File: src/rtl/mem_dump_pkg.sv
// rtl/mem_dump_pkg.sv - shared types and constants for the memory dump reader
package mem_dump_pkg;

  typedef enum logic [1:0] {
    ST_IDLE  = 2'd0,
    ST_RUN   = 2'd1,
    ST_DRAIN = 2'd2
  } state_e;

  localparam int FIFO_DEPTH = 2;
  localparam int RD_LATENCY = 1;

endpackage

File: src/rtl/dump_fifo2.sv
// rtl/dump_fifo2.sv - two-entry {addr, data} FIFO with flush; head entry holds still under backpressure
module dump_fifo2
  import mem_dump_pkg::*;
#(
  parameter int AW = 12,
  parameter int DW = 32
) (
  input  logic          clk_i,
  input  logic          rst_i,
  input  logic          flush_i,
  input  logic          push_i,
  input  logic [AW-1:0] push_addr_i,
  input  logic [DW-1:0] push_data_i,
  input  logic          pop_i,
  output logic [1:0]    count_o,
  output logic          empty_o,
  output logic [AW-1:0] out_addr_o,
  output logic [DW-1:0] out_data_o
);

  logic [AW-1:0] addr_q [FIFO_DEPTH];
  logic [DW-1:0] data_q [FIFO_DEPTH];
  logic          wr_ptr_q, rd_ptr_q;
  logic [1:0]    count_q, count_d;

  assign count_d = count_q + {1'b0, push_i} - {1'b0, pop_i};

  always_ff @(posedge clk_i) begin
    if (rst_i) begin
      for (int i = 0; i < FIFO_DEPTH; i++) begin
        addr_q[i] <= '0;
        data_q[i] <= '0;
      end
      wr_ptr_q <= 1'b0;
      rd_ptr_q <= 1'b0;
      count_q  <= '0;
    end else if (flush_i) begin
      // Flush wins over any same-cycle push or pop; stale entries are simply abandoned.
      wr_ptr_q <= 1'b0;
      rd_ptr_q <= 1'b0;
      count_q  <= '0;
    end else begin
      if (push_i) begin
        addr_q[wr_ptr_q] <= push_addr_i;
        data_q[wr_ptr_q] <= push_data_i;
        wr_ptr_q         <= ~wr_ptr_q;
      end
      if (pop_i) begin
        rd_ptr_q <= ~rd_ptr_q;
      end
      count_q <= count_d;
    end
  end

  assign count_o    = count_q;
  assign empty_o    = (count_q == 2'd0);
  assign out_addr_o = addr_q[rd_ptr_q];
  assign out_data_o = data_q[rd_ptr_q];

endmodule

File: src/rtl/mem_dump_reader.sv
// rtl/mem_dump_reader.sv - streams a range of RAM words with their addresses to a valid/ready sink
module mem_dump_reader
  import mem_dump_pkg::*;
#(
  parameter int ADDR_WIDTH = 12,
  parameter int DATA_WIDTH = 32
) (
  input  logic                  clk,
  input  logic                  rst,
  input  logic                  start,
  input  logic [ADDR_WIDTH-1:0] base_addr,
  input  logic [ADDR_WIDTH:0]   word_count,
  input  logic                  abort,
  output logic                  busy,
  output logic                  done,
  output logic                  mem_re,
  output logic [ADDR_WIDTH-1:0] mem_raddr,
  input  logic [DATA_WIDTH-1:0] mem_rdata,
  output logic                  out_valid,
  input  logic                  out_ready,
  output logic [DATA_WIDTH-1:0] out_data,
  output logic [ADDR_WIDTH-1:0] out_addr
);

  state_e                state_q, state_d;
  logic [ADDR_WIDTH:0]   remaining_q, remaining_d;
  logic [ADDR_WIDTH-1:0] raddr_q, raddr_d;
  logic [ADDR_WIDTH-1:0] inflight_addr_q, inflight_addr_d;
  logic                  inflight_q, inflight_d;
  logic                  done_q, done_d;

  logic [1:0] fifo_count;
  logic       fifo_empty;
  logic       pop, abort_act, issue;
  logic [2:0] occupancy, limit;

  assign abort_act = abort && (state_q != ST_IDLE);
  assign pop       = !fifo_empty && out_ready;
  assign occupancy = {1'b0, fifo_count} + {2'b0, inflight_q};
  assign limit     = 3'(FIFO_DEPTH) + {2'b0, pop};
  // Counting the same-cycle pop keeps one word per cycle flowing without ever overfilling.
  assign issue     = (state_q == ST_RUN) && (remaining_q != '0) && !abort_act && (occupancy < limit);

  dump_fifo2 #(
    .AW(ADDR_WIDTH),
    .DW(DATA_WIDTH)
  ) u_fifo (
    .clk_i      (clk),
    .rst_i      (rst),
    .flush_i    (abort_act),
    .push_i     (inflight_q),
    .push_addr_i(inflight_addr_q),
    .push_data_i(mem_rdata),
    .pop_i      (pop),
    .count_o    (fifo_count),
    .empty_o    (fifo_empty),
    .out_addr_o (out_addr),
    .out_data_o (out_data)
  );

  always_ff @(posedge clk) begin
    if (rst) begin
      state_q         <= ST_IDLE;
      remaining_q     <= '0;
      raddr_q         <= '0;
      inflight_addr_q <= '0;
      inflight_q      <= 1'b0;
      done_q          <= 1'b0;
    end else begin
      state_q         <= state_d;
      remaining_q     <= remaining_d;
      raddr_q         <= raddr_d;
      inflight_addr_q <= inflight_addr_d;
      inflight_q      <= inflight_d;
      done_q          <= done_d;
    end
  end

  always_comb begin
    state_d = state_q;
    case (state_q)
      ST_IDLE:  if (start && (word_count != '0)) state_d = ST_RUN;
      ST_RUN:   if (issue && (remaining_q == (ADDR_WIDTH+1)'(1))) state_d = ST_DRAIN;
      ST_DRAIN: if (!inflight_q && (fifo_count == {1'b0, pop})) state_d = ST_IDLE;
      default:  state_d = ST_IDLE;
    endcase
    if (abort_act) state_d = ST_IDLE;
  end

  always_comb begin
    remaining_d     = remaining_q;
    raddr_d         = raddr_q;
    inflight_addr_d = inflight_addr_q;
    inflight_d      = issue;
    done_d          = 1'b0;
    if (state_q == ST_IDLE && start) begin
      raddr_d     = base_addr;
      remaining_d = word_count;
      done_d      = (word_count == '0);
    end
    if (issue) begin
      raddr_d         = raddr_q + ADDR_WIDTH'(1);
      remaining_d     = remaining_q - (ADDR_WIDTH+1)'(1);
      inflight_addr_d = raddr_q;
    end
    if (state_q == ST_DRAIN && state_d == ST_IDLE && !abort_act) begin
      done_d = 1'b1;
    end
    if (abort_act) begin
      remaining_d = '0;
    end
  end

  always_comb begin
    busy      = (state_q != ST_IDLE);
    done      = done_q;
    mem_re    = issue;
    mem_raddr = raddr_q;
    out_valid = !fifo_empty;
  end

endmodule

File: config.mk
export PLATFORM = sky130hd
export DESIGN_NAME = mem_dump_reader
export DESIGN_NICKNAME = d
export VERILOG_FILES = /design/src/rtl/mem_dump_pkg.sv /design/src/rtl/dump_fifo2.sv /design/src/rtl/mem_dump_reader.sv
export SDC_FILE = /design/constraint.sdc
export NUM_CORES = 1
export LEC_CHECK = 0
export ABC_AREA = 0
export CAP_MARGIN = 20
export CORE_AREA = 2 2 104 106
export DETAILED_ROUTE_END_ITERATION = 8
export DIE_AREA = 0 0 106 108
export DONT_BUFFER_PORTS = 1
export GPL_ROUTABILITY_DRIVEN = 0
export HOLD_SLACK_MARGIN = 0.03
export PLACE_DENSITY = 0.81
export SLEW_MARGIN = 20
export SYNTH_ARGS = -nofsm -noshare
export SYNTH_HDL_FRONTEND = slang
export SYNTH_SLANG_ARGS = --single-unit
File: constraint.sdc
create_clock -name clk -period 2.95 [get_ports clk]
set_input_delay 0.4425 -clock clk [delete_from_list [all_inputs] [get_ports clk]]
set_output_delay 0.4425 -clock clk [all_outputs]
set_load 0.02 [all_outputs]
# Yosys cells after proc, flatten, opt, wreduce, memory -nomap -nowiden

Memory sizes are Yosys's and may differ from the RTL's. A register that Yosys moved wholly into a read port is not among the register bits.
Index checks and enable logic that the tools add are counted.

Bits in registers: 45
Memories: 2
RAM bits: 88
Word-level logic and storage cells: 76
Input bits: 62

Memory list:

| name          | words | bits a word | rd ports | clocked after memory_dff | write ports | RTL line         | source |
|---|---|---|---|---|---|---|---|
| u_fifo.data_q | 2     | 32          | 1        | 1                        | 2           | dump_fifo2.sv:22 | `logic [DW-1:0] data_q [FIFO_DEPTH];` |
| u_fifo.addr_q | 2     | 12          | 1        | 1                        | 2           | dump_fifo2.sv:21 | `logic [AW-1:0] addr_q [FIFO_DEPTH];` |

$add $sub $neg: 6
Multiplexer cells: 27
Bitwise logic cells: 2
Eq/ne operators: 4
Reductions and logical operators: 25
Magnitude comparators: 1

Operators by type and width:

| operator                                                                | count |
|---|---|
| 12-bit two-way mux                                                      | 3 |
| 32-bit two-way mux                                                      | 1 |
| 32-bit OR reduction                                                     | 1 |
| 13-bit two-way mux                                                      | 2 |
| 13-bit nonzero test                                                     | 2 |
| 1-bit two-way mux                                                       | 16 |
| 13-bit by 1-bit equality test with 1-bit output (second input constant) | 1 |
| 13-bit zero test                                                        | 1 |
| 13-bit by 1-bit subtractor with 13-bit output (second input constant)   | 1 |
| 12-bit by 1-bit adder with 12-bit output (second input constant)        | 1 |
| 12-bit OR reduction                                                     | 1 |
| 1-bit logical AND                                                       | 11 |
| 2-bit two-way mux                                                       | 4 |
| 2-bit zero test                                                         | 3 |
| 2-bit case mux with 3 select lines                                      | 1 |
| 2-bit nonzero test                                                      | 2 |
| 2-bit by 1-bit adder with 3-bit output                                  | 1 |
| 2-bit by 1-bit adder with 3-bit output (first input constant)           | 1 |
| 1-bit zero test                                                         | 3 |
| 3-bit < comparator                                                      | 1 |
| 2-bit by 1-bit adder with 2-bit output                                  | 1 |
| 2-bit by 1-bit equality test with 1-bit output                          | 1 |
| 2-bit by 1-bit equality test with 1-bit output (second input constant)  | 1 |
| 2-bit equality test (second input constant)                             | 1 |
| 3 further kinds                                                         | 4 |

# Logic depth before layout (Yosys ltp)

Gate-level depths: netlist of the first run.

Depth in word-level cells: 14
Depth in mapped cells: 12
Depth with buffers taken out: 9

# Modules after synthesis

From an unflattened synthesis of the first run, not the netlist that was laid out.

Cell total of the unflattened synthesis: 543
Area total of the unflattened synthesis: 6251.0 µm²

By module, submodules not included:

| module          | area an instance (µm²) | sequential area each (µm²) | instances | cells each |
|---|---|---|---|---|
| dump_fifo2      | 4072.7                 | 2742.6                     | 1         | 267 |
| mem_dump_reader | 2178.3                 | 820.8                      | 1         | 276 |

# Worst setup path before layout of the first run

No wires, ideal clock.

Path type: flip-flop to output port
Start: register remaining_q[0]
End: output mem_re
Data arrival time: 1992 ps
Cell stages (with the launch flop): 11
Slack: 515 ps
Required time: 2508 ps
Cells stage by stage: dfxtp_1 inv_1 ha_1 or3b_1 clkbuf_1 or3_1 nor3_2 or2_2 inv_2 buf_6 buf_2

Word-level cells in the longest chain between the ends: 4

RTL lines:

| what                            | RTL line              | source |
|---|---|---|
| from (decl)                     | mem_dump_reader.sv:26 | `logic [ADDR_WIDTH:0] remaining_q, remaining_d;` |
| from (signal assigned)          | mem_dump_reader.sv:71 | `remaining_q <= remaining_d;` |
| 13-bit nonzero test             | mem_dump_reader.sv:42 | `assign issue = (state_q == ST_RUN) && (remaining_q != '0) && !abort_act && (occupancy < limit);` |
| 1-bit logical AND (3 in series) | mem_dump_reader.sv:42 |  |
| to (decl)                       | mem_dump_reader.sv:16 | `output logic mem_re,` |

No other way between the ends.

# Final worst setup path of the first run

Ends and elaborated chain as after synthesis.

==> impl_metrics.ini, run 1 <==
[synthesis]
synth_edf_count = 88
synth_top_flop_cell = edfxtp_1
synthCells = 526
synth_area_um2 = 6047
async_reset_ff_share_pct = 0
synth_cell_types = 47
syn-num-nets = 595
syn_area_per_cell_um2 = 11.50
ys_seq_elements = 134
synth_seq_area_share_pct = 58.93
yosys_warnings = 0

[clocking]
cts_sinks = 134
cts_setup_buffers = 0
cts-buffers-inserted = 17
cts.clk_slew.worst_paths_ns = 0.06
clockRootBuffer = clkbuf_8
cts_tree = yes
cts_buffer_depth = 2
htreeDepth = 4
clk_latency_ns = 0.51

[worst_setup_path]
crit_family = simple AND/OR/NAND/NOR gates
r2r-start = remaining_q[0]
worstPathRequired_ns = 2.51
max_stage_delay_ns = 0.43
cp-startpoint = remaining_q[0]
worstPathCellList = inv_1, ha_1, or3b_4, or3_1, nor3_2, or2_4, inv_6
critPathBufInv = 2
critPathSlowestCell = or3b_4
critPathLaunchType = flop
cp_max_fo = 25
path_class = reg2out
cp-end-kind = primary output
cp.arrival_ns = 2.40

[floorplanning]
rows = 37
die_w_um = 106
core_um2 = 10230
ios = 122
initial_core_util_pct = 59.10
dieArea_um2 = 11450
die_h_um = 108

[min_path]
worstHoldStart = word_count[12]
hp-class = in2reg

[drt]
antenna_left = 0
routed_wl_um = 11860
firstDrtPassIters = 5
route.detailed.drc = 0
route.detailed.vias_per_inst = 5.848
vias = 3912
wl_per_cell_um = 17.73
drt_iter0_markers = 209

[finish]
fill_cells = 752
antennaDiodeCount = 0
layout.cells.non_filler = 669
final_area_um2 = 6799
final_nets = 590
drive_gt1_share_pct = 18.39
areaGrowthSynthToFinish_pct = 12.44

[global_route]
grt_pass1_wl_um = 18880
antenna_found_initial = 0
grt_use_total_pct = 21.37
grt_max_degree = 45
overflow = 0
grt_pass1_vias = 3827

[sta]
min_period_ns = 2.844
setup_viol = 0
slew_headroom_pct = 33.33
hold_viol_final = 0
maxSlewViolCount = 0
post-route-period-util_pct = 96.41
hold_ws_ns = 0.07066
setup_tns_ns = 0
worst_slew_pin_slew_ns = 0.9968
final.setup_skew_ns = 0.01085
max_freq_mhz = 351.6

[power_and_ir_drop]
finalPower_w = 0.004828
p_leak_nw = 2.496
max-vdd-ir-drop_mv = 0.3696
power.internal_w = 0.003586
comb_power_share_pct = 11.4
switching_share_pct = 25.72
p_per_area_nw_per_um2 = 710.1
p_seq_share_pct = 45.3
p_sw_w = 0.001242
clock_power_share_pct = 43.3

[placed_design]
numPortBuffers = 0
place_inst = 637
dp_hpwl_um = 7735
place_area_um2 = 6183

[status]
status = finished clean

[job]
maxCapViolations = 0
state kept, by name (all words and copies together), names as in the netlist, named ones only:
name and count:
state_q 2, inflight_q 1, u_fifo.count_o 2, remaining_q 13, u_fifo.wr_ptr_q 1, u_fifo.data_q 64
done 1, u_fifo.addr_q 24, u_fifo.rd_ptr_q 1, mem_raddr 12, inflight_addr_q 12
synthesized netlist by cell type (7+ instances only):
library cell,count,share of area [%]
a21oi_1,36,3.0
a31oi_1,7,0.72
a32oi_1,8,1.2
and2_1,91,9.4
clkbuf_1,28,1.7
dfxtp_1,46,15
edfxtp_1,88,44
ha_1,7,1.4
inv_1,9,0.56
mux2_2,44,8.2
nand2_1,42,2.6
nand3_1,9,0.74
nor2_1,23,1.4
nor3_1,7,0.58
nor4_1,13,1.3
o21ai_0,7,0.58
or3_1,7,0.72
per-layer routing:
metal	vias up	global-route usage, %	share of wire, %
met4	0	6.955	0.67
met3	7	7.052	9.3
met1	1859	26.61	40
met5	-	0	0
li1	1898	-	-
met2	148	35.58	50
cell families after synthesis:
logic type               synth area share, %
AND/OR/NAND/NOR                        18.83
adder cells (fa/ha/maj)                1.448
flip-flops                             58.93
XOR/XNOR                              0.5795
multiplexers                           8.194
AO/OA/AOI/OAI                          8.918
buffers and inverters                  3.103
layout by cell type (no fill, tap or decap), types with 4 or more instances in the layout:
cell type	count
dfxtp_1	45
nor2_1	22
inv_1	9
and3_1	4
and2_1	91
clkbuf_16	16
nand3_1	9
or2_2	4
nor3_1	7
edfxtp_1	88
a21oi_1	36
a31oi_1	7
o311ai_0	4
nor4_1	13
buf_4	7
nand2_1	42
mux2_2	44
or3_1	7
o21ai_0	7
ha_1	7
a32oi_1	8
inv_6	5
o211ai_1	4
power groups by stage:
stage	Combinational [W]	Clock (W)	Sequential [W]
2_1_floorplan	0.000466	0	0.00219
3_3_place_gp	0.000527	0	0.00222
3_5_place_dp	0.000538	0	0.00223
4_1_cts	0.000548	0.00212	0.00219
5_1_grt	0.000597	0.00221	0.00220
6_report	0.000552	0.00209	0.00219
repair_timing:
item / in CTS / in global routing
resized for setup: 1 / 4
hold endpoints to repair: 26 / 0
hold buffers: 1 / 0
setup endpoints to repair: 1 / 1
final timing paths:
path,end,slack (ns),cells past startpoint
max,mem_re,0.11,7
min,remaining_q[12],0.07,2
max reg2reg,state_q[0],0.37,9
min reg2reg,inflight_addr_q[2],0.47,2
final cells by class:
type                    count  area [µm²]  area share, %
clock buffers              17       414.1          6.091
clock inverters            14       175.2          2.576
inverters                  10       42.54         0.6257
multi-input cells         347        2310          33.97
flip-flops and latches    134        3565          52.43
well taps                 136       170.2          2.503
repair buffers             11       122.6          1.803
through the flow:
| stage | setup slack, ns | util (%) |
|---|---|---|
| detailed placement | 0.3206 | 60.44 |
| floorplan | 0.5152 | - |
| global placement | 0.4390 | 60.44 |
| global route | -0.001266 | 66.45 |
| finish | 0.1060 | 66.45 |
| CTS | 0.03138 | 66.32 |
(Power assumes the default switching activity.)
==> inputs of run 2 (changes only) <==
--- a/config.mk
+++ b/config.mk
@@ -7,9 +7,9 @@
 export LEC_CHECK = 0
 export ABC_AREA = 0
 export CAP_MARGIN = 20
-export CORE_AREA = 2 2 104 106
+export CORE_AREA = 5 5 107 109
 export DETAILED_ROUTE_END_ITERATION = 8
-export DIE_AREA = 0 0 106 108
+export DIE_AREA = 0 0 112 114
 export DONT_BUFFER_PORTS = 1
 export GPL_ROUTABILITY_DRIVEN = 0
 export HOLD_SLACK_MARGIN = 0.03
==> run 2 against run 1 <==
Effect of this change:
- utilization decreased by 2.2 points
- clock skew about the same
- first-iteration DRC count increased by 15%
- clock-buffer cell count increased by 5
- sequential power about the same
- largest power group unchanged
- highest routed layer unchanged
==> impl_metrics.ini, run 2 (synthesized netlist as in run 1, its figures left out) <==
[power_and_ir_drop]
max-vdd-ir-drop_mv = 0.4064
power.internal_w = 0.003443
clock_power_share_pct = 40.5
comb_power_share_pct = 12.0
switching_share_pct = 25.44
p_per_area_nw_per_um2 = 684.4
p_seq_share_pct = 47.4
p_leak_nw = 2.471
p_sw_w = 0.001175

[placed_design]
numPortBuffers = 0
place_area_um2 = 6188
dp_hpwl_um = 8167

[sta]
slew_headroom_pct = 36.25
hold_viol_final = 0
final.setup_skew_ns = 0.01095
hold_ws_ns = 0.07833
setup_viol = 0
maxSlewViolCount = 0
min_period_ns = 2.804
post-route-period-util_pct = 95.07
grt_setup_unrepaired = false
setup_tns_ns = 0
max_freq_mhz = 356.6
worst_slew_pin_slew_ns = 0.9531

[finish]
final_common_cell = and2_1
antennaDiodeCount = 0
final_cell_mix = and2_1 (91), edfxtp_1 (88), dfxtp_1 (45)
drive_gt1_share_pct = 17.79
final_area_um2 = 6746
final_nets = 590
post-route-util_pct = 64.21
largest_register_ffs = 64
regMostFlops = u_fifo.data_q
areaGrowthSynthToFinish_pct = 11.57
reg_top3 = u_fifo.data_q: 64 flops, u_fifo.addr_q: 24 flops, remaining_q: 13 flops

[status]
status = finished clean

[clocking]
clk_latency_ns = 0.51
cts_buffer_depth = 2
cts_tree = yes
htreeDepth = 4
cts.clk_slew.worst_paths_ns = 0.06
cts_sinks = 134
cts-buffers-inserted = 17
clockRootBuffer = clkbuf_8

[global_route]
grt_pass1_wl_um = 20440
grt_pass1_vias = 4050
grt_max_degree = 45
antenna_found_initial = 0
grt_use_total_pct = 20.17
overflow = 0

[floorplanning]
die_h_um = 114
die_w_um = 112
dieArea_um2 = 12770
ios = 122
rows = 38
core_um2 = 10510
initial_core_util_pct = 57.55

[worst_setup_path]
path_class = reg2out
worstPathRequired_ns = 2.51
cp-end-kind = primary output
cp_max_fo = 19
critPathLaunchType = flop
cp.arrival_ns = 2.36

[drt]
routed_wl_um = 12470
route.detailed.drc = 0
vias = 3953
firstDrtPassIters = 5
wl_per_cell_um = 18.51
drt_iter0_markers = 241
route.detailed.vias_per_inst = 5.865
antenna_left = 0

[job]
maxCapViolations = 0

[min_path]
hp-class = in2reg
==> run 2: stage by stage <==
| step | cells | worst slack [ns] | power, W |
|---|---|---|---|
| 6_report | 674 | 0.1455 | 0.004617 |
| 5_1_grt | 674 | 0.0007381 | 0.004820 |
| 4_1_cts | 674 | 0.06786 | 0.004651 |
| 3_5_place_dp | 641 | 0.4244 | 0.002769 |
| 3_3_place_gp | 641 | 0.5175 | 0.002752 |
| 2_1_floorplan | 526 | 0.5152 | 0.002653 |
==> run 2: area by class of cell <==
type,instances,area (µm²)
Fill cell,823,3761
Sequential cell,134,3565
Multi-Input combinational cell,347,2310
Clock buffer,22,452.9
Tap cell,140,175.2
Timing Repair Buffer,11,122.6
Clock inverter,10,81.33
Inverter,10,40.04
==> run 2: timing repair <==
action                                  CTS  global route
buffers inserted                          0             0
endpoints found under the hold margin    26             0
endpoints found under the setup margin    1             1
gates resized for setup                   1             3
hold buffers                              1             0
==> run 2: layer usage <==
layer / vias to the layer above / share of wire (%) / GRT usage, %
met5: - / 0 / 0
met4: 0 / 1.2 / 6.651
met3: 12 / 8.7 / 8.011
met2: 147 / 49 / 33.57
met1: 1898 / 41 / 24.14
li1: 1896 / - / -
==> run 2: worst max-delay path: stages, from the launching register on <==
cell and delay, ns:
dfxtp_1 0.33, inv_1 0.11, ha_2 0.21, or3b_4 0.42, or3_1 0.36, nor3_2 0.14, or2_2 0.17, inv_4 0.11
==> run 2: power groups by stage <==
stage	clock network, W	logic, W	registers, W
finish	0.00187	0.000556	0.00219
global route	0.00201	0.000603	0.00220
CTS	0.00191	0.000551	0.00219
detailed placement	0	0.000541	0.00223
global placement	0	0.000531	0.00222
floorplan	0	0.000466	0.00219
==> run 2: path summary, 6_finish.rpt <==
kind | start | end | slack [ns] | cells after the start
worst max-delay path | remaining_q[0] | mem_re | 0.15 | 7
worst min-delay path | word_count[12] | remaining_q[12] | 0.08 | 2
worst max register to register | remaining_q[0] | state_q[0] | 0.44 | 9
worst min register to register | inflight_addr_q[3] | inflight_addr_q[3] | 0.47 | 2
